`config.mk`:
```
export PLATFORM = sky130hd
export DESIGN_NAME = modulo_batalha_naval_param
export DESIGN_NICKNAME = d
export VERILOG_FILES = /design/src/rtl/modulo_batalha_naval_pkg.sv /design/src/rtl/modulo_varredura_colunas.sv /design/src/rtl/modulo_batalha_naval_param.sv
export SDC_FILE = /design/constraint.sdc
export NUM_CORES = 1
export LEC_CHECK = 0
export ABC_AREA = 1
export CAP_MARGIN = 25
export CORE_ASPECT_RATIO = 2
export CORE_MARGIN = 1
export CORE_UTILIZATION = 28
export DETAILED_ROUTE_END_ITERATION = 10
export GPL_ROUTABILITY_DRIVEN = 0
export MAX_ROUTING_LAYER = met4
export PLACE_DENSITY = 0.48
export SLEW_MARGIN = 20
export SYNTH_ARGS = -nofsm -noshare
export SYNTH_HDL_FRONTEND = slang
export SYNTH_SLANG_ARGS = --single-unit
```
`constraint.sdc`:
```
create_clock -name clk -period 6.6 [get_ports clk]
set_input_delay 1.32 -clock clk [delete_from_list [all_inputs] [get_ports clk]]
set_output_delay 1.32 -clock clk [all_outputs]
set_load 0.01 [all_outputs]
```
`src/rtl/modulo_batalha_naval_pkg.sv`:
```
// Shared game-state encoding and board cell-index helper for the battleship block.
package modulo_batalha_naval_pkg;

  localparam logic [1:0] ST_IDLE   = 2'b00;
  localparam logic [1:0] ST_ATTACK = 2'b01;
  localparam logic [1:0] ST_WON    = 2'b10;
  localparam logic [1:0] ST_LOST   = 2'b11;

  // Flat bit position of board cell (r,c) in a row-major map
  function automatic int unsigned cell_idx(input int unsigned r,
                                           input int unsigned c,
                                           input int unsigned cols);
    return r * cols + c;
  endfunction

endpackage

```
`src/rtl/modulo_varredura_colunas.sv`:
```
// Free-running LED-matrix column scanner: counter plus registered one-hot select.
module modulo_varredura_colunas #(
  parameter  int unsigned COLS = 5,
  localparam int unsigned CW   = $clog2(COLS)
) (
  input  logic            clk,
  input  logic            clr,
  input  logic            scan_tick,
  output logic [CW-1:0]   col_nxt_c,
  output logic [COLS-1:0] m_col
);

  logic [CW-1:0] cnt;

  // Next column: step on scan_tick, wrapping after the last column
  always_comb begin
    col_nxt_c = cnt;
    if (scan_tick) begin
      col_nxt_c = (cnt == CW'(COLS - 1)) ? '0 : cnt + CW'(1);
    end
  end

  // Counter and one-hot select update together so they never disagree
  always_ff @(posedge clk) begin
    if (clr) begin
      cnt   <= '0;
      m_col <= COLS'(1);
    end else begin
      cnt   <= col_nxt_c;
      m_col <= COLS'(1) << col_nxt_c;
    end
  end

endmodule

```
`src/rtl/modulo_batalha_naval_param.sv`:
```
// Parameterised battleship game: map load, attack scoring, win/lose FSM and LED scan.
module modulo_batalha_naval_param
  import modulo_batalha_naval_pkg::*;
#(
  parameter  int unsigned ROWS  = 7,
  parameter  int unsigned COLS  = 5,
  parameter  int unsigned SHOTS = 12,
  localparam int unsigned N     = ROWS * COLS,
  localparam int unsigned HW    = $clog2(N + 1),
  localparam int unsigned SW    = $clog2(SHOTS + 1)
) (
  input  logic            clk,
  input  logic            clr,
  input  logic [N-1:0]    ship_map,
  input  logic            load_map,
  input  logic [3:0]      at_row,
  input  logic [3:0]      at_col,
  input  logic            at_confirm,
  input  logic            scan_tick,
  output logic [COLS-1:0] m_col,
  output logic [ROWS-1:0] m_line,
  output logic            rgb_r,
  output logic            rgb_g,
  output logic [HW-1:0]   hits,
  output logic [SW-1:0]   shots_left,
  output logic [1:0]      state
);

  localparam int unsigned IW = $clog2(N);
  localparam int unsigned CW = $clog2(COLS);

  logic [N-1:0]    map_q, map_d;
  logic [N-1:0]    att_q, att_d;
  logic [HW-1:0]   ship_cnt_q, ship_cnt_d;
  logic [HW-1:0]   hits_d;
  logic [SW-1:0]   shots_d;
  logic [1:0]      state_d;
  logic            rgb_r_d, rgb_g_d;
  logic [ROWS-1:0] m_line_d;
  logic [HW-1:0]   pop_c;
  logic            oor_c;
  logic [IW-1:0]   at_idx_c;
  logic [CW-1:0]   col_nxt_c;

  modulo_varredura_colunas #(.COLS(COLS)) u_scan (
    .clk       (clk),
    .clr       (clr),
    .scan_tick (scan_tick),
    .col_nxt_c (col_nxt_c),
    .m_col     (m_col)
  );

  // Ship count of the incoming map, latched only at load
  always_comb begin
    pop_c = '0;
    for (int unsigned i = 0; i < N; i++) begin
      pop_c = pop_c + HW'(ship_map[i]);
    end
  end

  // Attack decode: range check and flat cell index
  always_comb begin
    oor_c    = ({1'b0, at_row} >= 5'(ROWS)) || ({1'b0, at_col} >= 5'(COLS));
    at_idx_c = IW'(cell_idx(32'(at_row), 32'(at_col), COLS));
  end

  // Next-state and game bookkeeping; load_map outranks any attack
  always_comb begin
    map_d      = map_q;
    att_d      = att_q;
    ship_cnt_d = ship_cnt_q;
    hits_d     = hits;
    shots_d    = shots_left;
    state_d    = state;
    rgb_r_d    = rgb_r;
    rgb_g_d    = rgb_g;
    if (load_map) begin
      map_d      = ship_map;
      att_d      = '0;
      ship_cnt_d = pop_c;
      hits_d     = '0;
      shots_d    = SW'(SHOTS);
      rgb_r_d    = 1'b0;
      rgb_g_d    = 1'b0;
      state_d    = (pop_c == '0) ? ST_WON : ST_ATTACK;
    end else if (state == ST_ATTACK && at_confirm) begin
      if (oor_c) begin
        rgb_r_d = 1'b1;
        rgb_g_d = 1'b1;
      end else if (att_q[at_idx_c]) begin
        rgb_r_d = 1'b0;
        rgb_g_d = 1'b0;
      end else begin
        att_d[at_idx_c] = 1'b1;
        shots_d         = shots_left - SW'(1);
        if (map_q[at_idx_c]) begin
          hits_d  = hits + HW'(1);
          rgb_r_d = 1'b0;
          rgb_g_d = 1'b1;
        end else begin
          rgb_r_d = 1'b1;
          rgb_g_d = 1'b0;
        end
        // A fleet-completing hit wins even when it uses the last shot
        if (hits_d == ship_cnt_q) begin
          state_d = ST_WON;
        end else if (shots_d == '0) begin
          state_d = ST_LOST;
        end
      end
    end
  end

  // Row data for the column being selected next, from next-cycle game state
  always_comb begin
    m_line_d = '0;
    for (int unsigned r = 0; r < ROWS; r++) begin
      case (state_d)
        ST_ATTACK: m_line_d[r] = att_d[IW'(cell_idx(r, 32'(col_nxt_c), COLS))];
        ST_WON,
        ST_LOST:   m_line_d[r] = map_d[IW'(cell_idx(r, 32'(col_nxt_c), COLS))];
        default:   m_line_d[r] = 1'b0;
      endcase
    end
  end

  // Game registers with synchronous clear
  always_ff @(posedge clk) begin
    if (clr) begin
      map_q      <= '0;
      att_q      <= '0;
      ship_cnt_q <= '0;
      hits       <= '0;
      shots_left <= SW'(SHOTS);
      state      <= ST_IDLE;
      rgb_r      <= 1'b0;
      rgb_g      <= 1'b0;
      m_line     <= '0;
    end else begin
      map_q      <= map_d;
      att_q      <= att_d;
      ship_cnt_q <= ship_cnt_d;
      hits       <= hits_d;
      shots_left <= shots_d;
      state      <= state_d;
      rgb_r      <= rgb_r_d;
      rgb_g      <= rgb_g_d;
      m_line     <= m_line_d;
    end
  end

endmodule

```
Yosys cells after proc, flatten, opt, wreduce, memory -nomap -nowiden
Cells that the tools add are included.

Equality and inequality tests: 6. Bitwise operators: 3. Magnitude comparators: 11. $add $sub $neg: 44. Reduce and logical (&&, ||, !) cells: 8. Shifts and indexed selects: 1. Divide/modulo/power cells: 0. $mul: 1. Multiplexer cells: 66.

Operator list (count): $mux W35 (5); $add A6 B1 Y6 (29); $bmux W1 S6 (14); $or A35 B35 Y35 (1); $mux W6 (5); $lt A6 B7 Y1 const B (4); $mux W1 (23); $add A5 B3 Y6 const A (3); $lt A5 B7 Y1 const B (2); $mux W2 (7); $pmux W1 S2 (7); $add A4 B3 Y5 const A (2); $ge A4 B3 Y1 const B (2); $lt A3 B7 Y1 const B (1); $lt A4 B7 Y1 const B (1); $add A5 B1 Y6 (1); $add A6 B1 Y6 const B (1); $add A6 B4 Y6 (1); $bmux W1 S3 (2); $demux W1 S6 (1); $eq A6 B6 Y1 (1); $ge A6 B1 Y1 const B (1); $logic_not A6 Y1 (1); $mul A4 B3 Y6 const B (1); 18 further kinds (24).

Bits in latches: 0. Bits of input ports: 48. Word-level logic and storage cells: 151. Memories: 0. Bits in registers: 105. Memory bits (read-only): 0. Bits in writable memories: 0.

Logic depth before layout (Yosys ltp)
Depth in word-level cells: 40. Gate-level depth with buffers: 25. Mapped depth without buffers: 25.

Modules after synthesis
Synthesis repeated with hierarchy kept, for this count alone.

Cells, all modules: 1276. Area total of the unflattened synthesis: 8206.6 um^2.

Modules (own cells, without submodules): modulo_batalha_naval_param (instances 1, seq. area each 1941.9 um^2, area an instance 7880.1 um^2, cells an instance 1233); modulo_varredura_colunas (instances 1, seq. area each 160.2 um^2, area an instance 326.6 um^2, cells an instance 43).

Least setup slack after synthesis
OpenSTA, ideal clock, no wires.

Kind: input to register. Start point: input ship_map[11]. End point: register m_line[3]. Path slack: 0.426 ns. Required time: 6.480 ns. Path buffers: 0. Setup time: 0.120 ns. Arrival time: 6.054 ns. Stages on the path: 21. Cell sequence: inv_1 -> fa_1 -> inv_1 -> fa_1 -> inv_1 -> fa_1 -> fa_1 -> fa_1 -> fa_1 -> inv_1 -> fa_1 -> inv_1 -> fa_1 -> nor2_1 -> a211oi_1 -> xor2_1 -> nand3_1 -> nand2_1 -> nand2_4 -> o21ai_4 -> nor2_1.

Cells in the longest elaborated chain, start to end: 30. Elaborated cells on any way between the ends: 35. Classes of those cells: add/sub: 24; eq/ne: 3; mux: 6; reduce/logical: 2.

RTL lines: start, declared (RTL line modulo_batalha_naval_param.sv:14) `input logic [N-1:0] ship_map,`; $add A6 B1 Y6 (24 in series) (RTL line modulo_batalha_naval_param.sv:57) `pop_c = pop_c + HW'(ship_map[i]);`; $logic_not A6 Y1 (RTL line modulo_batalha_naval_param.sv:85) `state_d = (pop_c == '0) ? ST_WON : ST_ATTACK;`; $mux W2 (RTL line modulo_batalha_naval_param.sv:85); $mux W2 (RTL line modulo_batalha_naval_param.sv:77) `if (load_map) begin`; $eq A2 B2 Y1 (RTL line modulo_batalha_naval_param.sv:118) `case (state_d)`; $reduce_or A2 Y1 (RTL line modulo_batalha_naval_param.sv:118); $pmux W1 S2 * (RTL line modulo_batalha_naval_param.sv:118); end signal, assigned (RTL line modulo_batalha_naval_param.sv:148) `m_line <= m_line_d;`; end, declared (RTL line modulo_batalha_naval_param.sv:21) `output logic [ROWS-1:0] m_line,`.

Every way passes the cells marked *; elsewhere a longest branch is shown, timed or not. The select of a mux whose other input is x is not followed. A chain may end at the register's enable or synchronous reset.

Worst setup path in the final report
Ends and elaborated chain as after synthesis.

==> results_tabular.tex <==
\begin{tabular}{lr}
\hline
Metric & Value \\
\hline
\multicolumn{2}{l}{\textbf{Outcome}} \\
\quad Outcome & complete, no violations \\
\multicolumn{2}{l}{\textbf{Drt}} \\
\quad Number of search-and-repair iterations in the first detailed-routing pass & 7 \\
\quad Detailed-route via count & 8,597 \\
\quad Number of vias per cell after detailed routing & 5.027 \\
\quad Drt initial violations & 596 \\
\quad DR WL/cell & 18.16 um \\
\quad Antenna Violating Nets Remaining & 0 \\
\quad DRC Markers & 0 \\
\quad Total wire length & 31,050 um \\
\multicolumn{2}{l}{\textbf{Synth}} \\
\quad Post-Syn Area per Cell & 6.350 sq um \\
\quad Number of distinct library cell variants in the gate-level netlist after synthesis & 45 \\
\quad Top cells by count, synth & nand2\_1 (251), nor2\_1 (185), inv\_1 (164) \\
\quad Async set or reset register ratio after synthesis & 0 \\
\quad Number of instances in the synthesized netlist & 1,285 \\
\quad Dominant synthesized flop cell & dfxtp\_1 \\
\quad Sequential share of the synthesized area & 0.2576 \\
\quad Largest cells by area after synthesis & dfxtp\_1 (26\%), nand2\_1 (12\%), nor2\_1 (8.5\%), o21ai\_0 (8.3\%), nand3\_1 (7.7\%) \\
\quad Mapped cell area & 8160 sq um \\
\quad Most instantiated library cell after synthesis & nand2\_1 \\
\quad Post-synthesis net count & 1,392 \\
\quad Count of flip-flops with a built-in enable after synthesis & 0 \\
\quad Fraction of synthesized cell area taken by the top area cell type & 0.2576 \\
\quad Synth warnings & 0 \\
\quad Cell type with the highest aggregate area in the netlist & dfxtp\_1 \\
\quad Flop and latch count out of synthesis & 105 \\
\multicolumn{2}{l}{\textbf{Placement}} \\
\quad Worst slack, placed & -359.4 ps \\
\quad Sum of net half-perimeters after detailed placement & 24,310 um \\
\quad Number of placed cells counting well taps & 1,693 \\
\quad Post-placement cell area & 9414 sq um \\
\quad Port-buffer cells & 73 \\
\multicolumn{2}{l}{\textbf{Floorplan}} \\
\quad Effective utilization at floorplan & 0.2840 \\
\quad Core outline area & 28,740 sq um \\
\quad Boundary pin count & 74 \\
\quad Chip Height & 243.4 um \\
\quad Die outline area & 29,870 sq um \\
\quad Overall die width & 122.7 um \\
\quad Core Rows & 88 \\
\multicolumn{2}{l}{\textbf{STA}} \\
\quad Worst Max-Slew Pin Slew & 953.1 ps \\
\quad Final Max Tran Viols & 0 \\
\quad Setup Viol. Count Final & 0 \\
\quad Minimum hold slack & 489.3 ps \\
\quad Worst slew margin & 0.3639 \\
\quad Count of final hold-check violations & 0 \\
\quad Final worst path period need & 6421 ps \\
\quad Maximum clock frequency & 155.7 MHz \\
\quad Sum of negative setup slack & 0 ps \\
\quad Clk\_skew & 9.124 ps \\
\quad Part of the cycle the worst path needs & 0.9729 \\
\quad Setup WS post-layout & 178.6 ps \\
\multicolumn{2}{l}{\textbf{Final layout}} \\
\quad Ant diodes & 0 \\
\quad Number of standard cells in the final layout excluding fillers & 1,710 \\
\quad P\&R area growth vs syn & 20.09\% \\
\quad Reg area & 2102 sq um \\
\quad Final-layout fill cell count & 3,079 \\
\quad Multi-input gate area & 5228 sq um \\
\quad Post-layout utilization of the core & 0.3410 \\
\quad Fraction of layout cells with a size suffix above 1 & 0.07481 \\
\quad Finished Cell Area & 9799 sq um \\
\quad Final layout net count & 1,452 \\
\multicolumn{2}{l}{\textbf{Worst hold path}} \\
\quad Hold-critical path depth & 2 \\
\quad Class of the tightest hold or removal check & reg2reg \\
\multicolumn{2}{l}{\textbf{Pwr}} \\
\quad Maximum resistive drop on vdd & 0.3725 mV \\
\quad Combinational share of power & 0.638 \\
\quad Net Sw Power & 1.599 mW \\
\quad PnR Total Power & 3.612 mW \\
\quad Clock network fraction of total power & 0.161 \\
\quad Cell-internal power & 2.014 mW \\
\quad Reported leakage power & 4.230 nW \\
\quad Sw frac & 0.4426 \\
\quad Sequential share of power & 0.201 \\
\quad Power per Cell Area & 368.6 nW/um\^{}2 \\
\multicolumn{2}{l}{\textbf{CTS}} \\
\quad Cts hold-fix bufs & 0 \\
\quad Cell at the root of the clock tree & clkbuf\_16 \\
\quad Number of sinks handled by clock tree synthesis & 105 \\
\quad Number of buffers inserted during clock tree synthesis & 9 \\
\quad H-tree depth & 3 \\
\quad Clock latency of the later-clocked register in the worst-skew pair & 380 ps \\
\quad Worst-path clk slew & 70 ps \\
\quad Clk buf depth & 2 \\
\quad TritonCTS clock tree & yes \\
\multicolumn{2}{l}{\textbf{GRT}} \\
\quad Maximum number of pins on one net before global-route repair & 83 \\
\quad GR Util All Layers & 0.2240 \\
\quad Residual overflow from global routing & 0 \\
\quad Wire length of the first global-routing pass & 48,050 um \\
\quad Number of antenna violations at the first check in global routing & 0 \\
\quad Number of global-route vias before repair & 8,404 \\
\multicolumn{2}{l}{\textbf{Worst setup path}} \\
\quad Critical Path AT & 6680 ps \\
\quad Critical Path RT & 6860 ps \\
\quad Worst r2r path cells & 14 \\
\quad Worst-path maximum fanout & 7 \\
\quad Crit path capture type & flop \\
\quad Critical path class & in2reg \\
\quad Category of the worst setup path launch point & input port \\
\multicolumn{2}{l}{\textbf{Job}} \\
\quad Maximum capacitance violations & 0 \\
\hline
\end{tabular}
## area by class of cell
type	instances	area share
Multi-Input combinational cell	942	0.5335
Tap cell	360	0.04597
Clock inverter	4	0.005235
Inverter	171	0.06550
Sequential cell	105	0.2145
Clock buffer	12	0.02617
Timing Repair Buffer	116	0.1092
## power by group through the flow
stage	clock [mW]	sequential, mW	combinational [mW]
global placement	0	0.741	2.02
finish	0.581	0.726	2.31
floorplan	0	0.735	1.20
CTS	0.596	0.725	2.05
global route	0.622	0.730	2.57
detailed placement	0	0.739	2.03
## state kept, by name (all words and copies together), names as in the netlist, 3 cells and up
name,flops
hits,6
shots_left,4
u_scan.m_col,5
ship_cnt_q,6
m_line,7
u_scan.cnt,3
map_q,35
att_q,35
## layer usage
layer  GRT usage  up-vias  share of wire
met5           -        -              0
met1      0.2256     4027           0.37
li1            -     4300              -
met2      0.4106      200           0.55
met4      0.1220        0          0.052
met3     0.02341       70          0.026
## path summary, 6_finish.rpt
check                                start                    to  slack [ps]
setup / recovery              ship_map[11]  m_line[3]$_SDFF_PP0_         180
hold / removal        att_q[19]$_SDFF_PP0_  att_q[19]$_SDFF_PP0_         490
setup reg to reg  u_scan.cnt[0]$_SDFF_PP0_  m_line[5]$_SDFF_PP0_        2960
hold reg to reg       att_q[19]$_SDFF_PP0_  att_q[19]$_SDFF_PP0_         490
## worst max-delay path, stage by stage
cell and delay, ps:
clkdlybuf4s50_1 450, inv_1 60, fa_1 530, inv_1 70, fa_1 480, inv_1 60
fa_1 490, fa_1 430, fa_1 510, fa_1 410, inv_1 80, fa_2 190
inv_1 50, fa_2 340, buf_4 150, xnor2_2 130, nor4_2 260, nand3_1 130
nand2_2 110, nand2_4 90, o21ai_4 250, nor2_1 90
## cell families (layout without fill, tap and decap cells)
group	after synthesis	after routing	synth area share
mux	5	5	0.006133
flops	105	105	0.2576
buf+inv	238	303	0.1105
compound gates	264	264	0.1799
xor+xnor	9	9	0.009660
simple gates	605	605	0.3191
fa+ha+maj	59	59	0.1171
## repair_timing
action                                 in CTS  in global routing
resized for setup                           0                 15
setup endpoints to repair                   0                  8
setup buffers                               0                  1
endpoints found under the hold margin       0                  0
## cells in the final DEF, fill, tap and decap left out, types with 2 or more instances in the layout
| master | count |
|---|---|
| a21oi_1 | 46 |
| a21oi_2 | 3 |
| a31oi_1 | 39 |
| buf_4 | 42 |
| clkbuf_16 | 9 |
| clkbuf_8 | 2 |
| clkdlybuf4s50_1 | 71 |
| clkinv_1 | 3 |
| dfxtp_1 | 105 |
| fa_1 | 27 |
| fa_2 | 2 |
| ha_1 | 30 |
| inv_1 | 164 |
| inv_2 | 4 |
| mux2i_1 | 5 |
| nand2_1 | 249 |
| nand2_2 | 9 |
| nand2_4 | 4 |
| nand3_1 | 126 |
| nand3_2 | 3 |
| nand4_1 | 13 |
| nor2_1 | 184 |
| nor2_2 | 4 |
| nor3_1 | 4 |
| nor4_2 | 2 |
| o211ai_1 | 16 |
| o21ai_0 | 135 |
| o21ai_1 | 4 |
| o22ai_1 | 6 |
| o31ai_1 | 4 |
| xor2_1 | 6 |
No activity file was read; power rests on OpenSTA's default activity.
